File: config.mk
export PLATFORM = sky130hd
export DESIGN_NAME = rd_wrptr_sync_status
export DESIGN_NICKNAME = d
export VERILOG_FILES = /design/src/rtl/rd_wrptr_sync_status.sv
export SDC_FILE = /design/constraint.sdc
export NUM_CORES = 1
export LEC_CHECK = 0
export ABC_AREA = 1
export BUFFER_PORTS_ARGS = -buffer_cell sky130_fd_sc_hd__buf_4
export CAP_MARGIN = 20
export CORE_MARGIN = 1
export CORE_UTILIZATION = 50
export DETAILED_ROUTE_END_ITERATION = 7
export PLACE_DENSITY_LB_ADDON = 0.1
export SLEW_MARGIN = 20
export SYNTH_ARGS = -nofsm -noshare
export SYNTH_HDL_FRONTEND = slang
export SYNTH_SLANG_ARGS = --single-unit
export TNS_END_PERCENT = 50
File: constraint.sdc
create_clock -name rdclk -period 4.43 [get_ports rdclk]
set_input_delay 0.6645 -clock rdclk [delete_from_list [all_inputs] [get_ports rdclk]]
set_output_delay 0.6645 -clock rdclk [all_outputs]
set_load 0.01 [all_outputs]
File: src/rtl/rd_wrptr_sync_status.sv
// rd_wrptr_sync_status
// Read-domain receiver for the async FIFO write pointer: multi-flop Gray
// synchronizer, Gray-to-binary conversion, and registered read-side status
// (fill count, almost-empty, write-advance pulse, sticky overrun error).
// SYNC_STAGES is meant to be 2..4; fewer than 2 flops gives no metastability
// protection.
module rd_wrptr_sync_status #(
    parameter int PTR_WIDTH   = 3,
    parameter int SYNC_STAGES = 2
) (
    input  logic                 rdclk,
    input  logic                 rdrst_n,
    input  logic [PTR_WIDTH:0]   g_wrptr_async,
    input  logic [PTR_WIDTH:0]   b_rdptr,
    input  logic [PTR_WIDTH:0]   ae_level,
    input  logic                 clr_err,
    output logic [PTR_WIDTH:0]   g_wrptr_sync,
    output logic [PTR_WIDTH:0]   b_wrptr_sync,
    output logic [PTR_WIDTH:0]   rd_count,
    output logic                 almost_empty,
    output logic                 wr_adv,
    output logic                 ptr_err
);

    localparam int               DEPTH_I = 1 << PTR_WIDTH;
    localparam logic [PTR_WIDTH:0] DEPTH = DEPTH_I[PTR_WIDTH:0];

    logic [SYNC_STAGES-1:0][PTR_WIDTH:0] r_sync;
    logic [PTR_WIDTH:0] w_bin;
    logic [PTR_WIDTH:0] w_diff;
    logic [PTR_WIDTH:0] w_cnt;
    logic               w_over;
    logic [PTR_WIDTH:0] r_b_wrptr;
    logic [PTR_WIDTH:0] r_count;
    logic               r_ae;
    logic               r_adv;
    logic               r_err;

    // Synchronizer chain: plain flop-to-flop, no logic between stages
    always_ff @(posedge rdclk or negedge rdrst_n) begin
        if (!rdrst_n) begin
            r_sync <= '0;
        end else begin
            r_sync[0] <= g_wrptr_async;
            for (int i = 1; i < SYNC_STAGES; i++)
                r_sync[i] <= r_sync[i-1];
        end
    end

    assign g_wrptr_sync = r_sync[SYNC_STAGES-1];

    // Gray to binary: each binary bit is the XOR of all Gray bits at or above it
    always_comb begin
        w_bin            = '0;
        w_bin[PTR_WIDTH] = g_wrptr_sync[PTR_WIDTH];
        for (int i = PTR_WIDTH - 1; i >= 0; i--)
            w_bin[i] = w_bin[i+1] ^ g_wrptr_sync[i];
    end

    // Modulo subtraction handles pointer wrap; anything beyond depth is an overrun
    assign w_diff = w_bin - b_rdptr;
    assign w_over = (w_diff > DEPTH);
    assign w_cnt  = w_over ? DEPTH : w_diff;

    // Status stage: binary pointer, count, almost-empty and advance pulse
    always_ff @(posedge rdclk or negedge rdrst_n) begin
        if (!rdrst_n) begin
            r_b_wrptr <= '0;
            r_count   <= '0;
            r_ae      <= 1'b1;
            r_adv     <= 1'b0;
        end else begin
            r_b_wrptr <= w_bin;
            r_count   <= w_cnt;
            r_ae      <= (w_cnt <= ae_level);
            r_adv     <= (w_bin != r_b_wrptr);
        end
    end

    // Sticky overrun error: a fresh overrun wins over a clear request
    always_ff @(posedge rdclk or negedge rdrst_n) begin
        if (!rdrst_n)
            r_err <= 1'b0;
        else if (w_over)
            r_err <= 1'b1;
        else if (clr_err)
            r_err <= 1'b0;
    end

    assign b_wrptr_sync = r_b_wrptr;
    assign rd_count     = r_count;
    assign almost_empty = r_ae;
    assign wr_adv       = r_adv;
    assign ptr_err      = r_err;

endmodule
==> flow_metrics.env <==
export IMPL_worst_slew_pin_slew_ns=0.298
export IMPL_layout_setup_ws_ns=1.55
export IMPL_netlist_instances=91
export IMPL_worst_r2r_cell_count=18
export IMPL_clock_sinks=19
export IMPL_ctsHoldBuffers=0
export IMPL_timing_rr_start="g_wrptr_sync[3]$_DFF_PN0_"
export IMPL_fmax_mhz=348
export IMPL_finalClockSkew_ns=0.00314
export IMPL_worstPathArrival_ns=3.09
export IMPL_die_x_um=44.8
export IMPL_clockRootBuffer="clkbuf_4"
export IMPL_peakVddDrop_v=0.000255
export IMPL_start_util_pct=53.1
export IMPL_syn_area_um2=917
export IMPL_ant_nets=0
export IMPL_drt_initial_drc_count=6
export IMPL_yosysSeqAreaShare_pct=52.0
export IMPL_setup_tns_final_ns=0
export IMPL_rsz0062_at_grt="false"
export IMPL_yosysWarnings=0
export IMPL_path_clk_slew_ns=0.10
export IMPL_synth_top_area_share_pct=49.1
export IMPL_vias_per_cell=4.56
export IMPL_gr_usage_all_layers_pct=18.4
export IMPL_grt_pass1_wl_um=2540
export IMPL_finalCritPeriodShare_pct=64.9
export IMPL_ys_seq_elements=19
export IMPL_hpwl_um=1330
export IMPL_crit_type="flop to flop"
export IMPL_p_per_area_nw_per_um2=367
export IMPL_cp_start_kind="flop"
export IMPL_required_ns=4.65
export IMPL_status="finished clean"
export IMPL_maxSlewViolCount=0
export IMPL_grt_max_degree=20
export IMPL_first_pass_iters=4
export IMPL_cts_setup_buffers=0
export IMPL_final_nets=144
export IMPL_relSlewSlack_pct=80.1
export IMPL_hp_class="primary input to asynchronous set/reset pin"
export IMPL_path_cells="inv_1 > nand2_1 > nand3_2 > nand2_2 > nand2_1 > nand2_2 > inv_1 > ha_1 > inv_1 > fa_1 > nand3b_1 > nand2_2 > nand2_1 > inv_1 > ha_1 > a21oi_1 > o21ai_0 > o21ai_0"
export IMPL_dieArea_um2=2010
export IMPL_final_setup_viol_count=0
export IMPL_clkLatencyLatePin_ns=0.28
export IMPL_rows=15
export IMPL_pre_cts_ws_ns=1.59
export IMPL_multi_input_area_um2=339
export IMPL_finalHoldViolations=0
export IMPL_antenna_cells=0
export IMPL_grt_pass1_vias=644
export IMPL_cap_violations=0
export IMPL_synthDistinctLibCells=19
export IMPL_regArea_um2=477
export IMPL_cts_repair_resize_count=0
export IMPL_io_pins=30
export IMPL_drive_gt1_share_pct=34.2
export IMPL_crit_fanout=7
export IMPL_io_buffers=29
export IMPL_drc_errors=0
export IMPL_r2r_slack_ns=1.55
export IMPL_antenna_found_initial=0
export IMPL_cp_slowest_cell="dfrtp_1"
export IMPL_syn_nets=114
export IMPL_cts_buffer_depth=2
export IMPL_area_delta_synth_final_pct=26.9
export IMPL_p_leak_nw=0.642
export IMPL_htree_levels=1
export IMPL_cts_tree="built"
export IMPL_die_y_um=44.8
export IMPL_min_period_ns=2.88
export IMPL_gp_congestion=0.741
export IMPL_wl_per_cell_um=11.0
export IMPL_wl_um=1590
export IMPL_worstReg2RegEnd="almost_empty$_DFF_PN1_"
export IMPL_vias=661
export IMPL_max_stage_delay_ns=0.53
export IMPL_report_power_total_uw=427
export IMPL_avgSynthCellArea_um2=10.1
export IMPL_crit_top_cell="inv_1"
export IMPL_core_um2=1730
export IMPL_grt_overflow=0
export IMPL_synth_area_leaders="dfrtp_1 49%, ha_1 9.5%, inv_1 7.8%"
export IMPL_numCtsBuffers=3
export IMPL_yosys_area_top_type="dfrtp_1"
export IMPL_cp_end_kind="flop"
export IMPL_final_fill_count=152
==> synth_stat cells (all sizes together) <==
cell type / count
inv: 19
dfrtp: 18
nand2: 17
nand3: 9
ha: 7
buf: 4
a21oi: 3
nor2: 3
o21ai: 3
xnor2: 3
xor2: 2
dfstp: 1
fa: 1
nand3b: 1
==> worst max-delay path, delay by kind of cell (launching register included) <==
family                   cells  cell delay [ns]
AO/OA/AOI/OAI                3             0.30
flip-flops                   1             0.53
AND/OR/NAND/NOR              8             0.83
buffers and inverters        4             0.31
adder cells (fa/ha/maj)      3             0.85
==> registers in the layout, indices dropped and copies added, names as in the netlist <==
| name | count |
|---|---|
| almost_empty | 1 |
| b_wrptr_sync | 4 |
| ptr_err | 1 |
| g_wrptr_sync | 4 |
| r_sync | 4 |
| wr_adv | 1 |
| rd_count | 4 |
==> report_power, final <==
part	switching, mW	internal [mW]	leakage, nW	total, mW
Combinational	0.0693	0.0648	0.402	0.134
Clock	0.0494	0.0335	0.0177	0.0829
Sequential	0.0112	0.199	0.221	0.210
==> area by class of cell <==
| type | count | area share [%] |
|---|---|---|
| flip-flops and latches | 19 | 41.0 |
| well taps | 25 | 2.69 |
| inverters | 19 | 6.13 |
| clock inverters | 1 | 0.430 |
| repair buffers | 29 | 18.7 |
| clock buffers | 3 | 1.94 |
| multi-input cells | 49 | 29.1 |
==> worst max-delay path by stage <==
stage                              startpoint                      to  slack [ns]  depth (start not counted)
global placement    g_wrptr_sync[3]$_DFF_PN0_  almost_empty$_DFF_PN1_        1.70                         18
detailed placement  g_wrptr_sync[3]$_DFF_PN0_  almost_empty$_DFF_PN1_        1.59                         18
finish              g_wrptr_sync[3]$_DFF_PN0_  almost_empty$_DFF_PN1_        1.55                         18
CTS                 g_wrptr_sync[3]$_DFF_PN0_  almost_empty$_DFF_PN1_        1.56                         18
global route        g_wrptr_sync[3]$_DFF_PN0_  almost_empty$_DFF_PN1_        1.29                         18
floorplan           g_wrptr_sync[3]$_DFF_PN0_  almost_empty$_DFF_PN1_        1.90                         18
==> layer usage <==
metal	track usage, %	routed length (um)	share of wire [%]
met5	0	0	0
met4	9.09	12	0.75
met3	2.40	44	2.8
met2	35.0	914	57
met1	19.7	620	39
==> placed cells by master, fill, tap and decap left out, types with 2 or more instances in the layout <==
cell,instances
o21ai_0,3
dfrtp_1,18
clkbuf_4,3
inv_1,19
a21oi_1,3
ha_1,7
nand2_1,14
xnor2_1,2
nand2_2,3
buf_4,29
nand3_1,8
nor2_1,2
==> through the flow <==
| stage | utilization [%] | instance area (um2) | hold slack [ns] | std cells |
|---|---|---|---|---|
| 6_report | 67.4 | 1160 | 0.225 | 145 |
| 5_1_grt | 67.4 | 1160 | 0.229 | 145 |
| 4_1_cts | 67.4 | 1160 | 0.225 | 145 |
| 3_5_place_dp | 65.8 | 1140 | 0.339 | 141 |
| 3_3_place_gp | 65.8 | 1140 | 0.332 | 141 |
| 2_1_floorplan | - | 917 | 0.331 | 91 |
==> cells by family after synthesis <==
family,share of synthesized area (%)
AO/OA/AOI/OAI,3.27
flip-flops,52.0
adder cells (fa/ha/maj),11.7
buffers and inverters,11.1
AND/OR/NAND/NOR,15.6
XOR/XNOR,6.41
No activity file was read; power rests on OpenSTA's default activity.
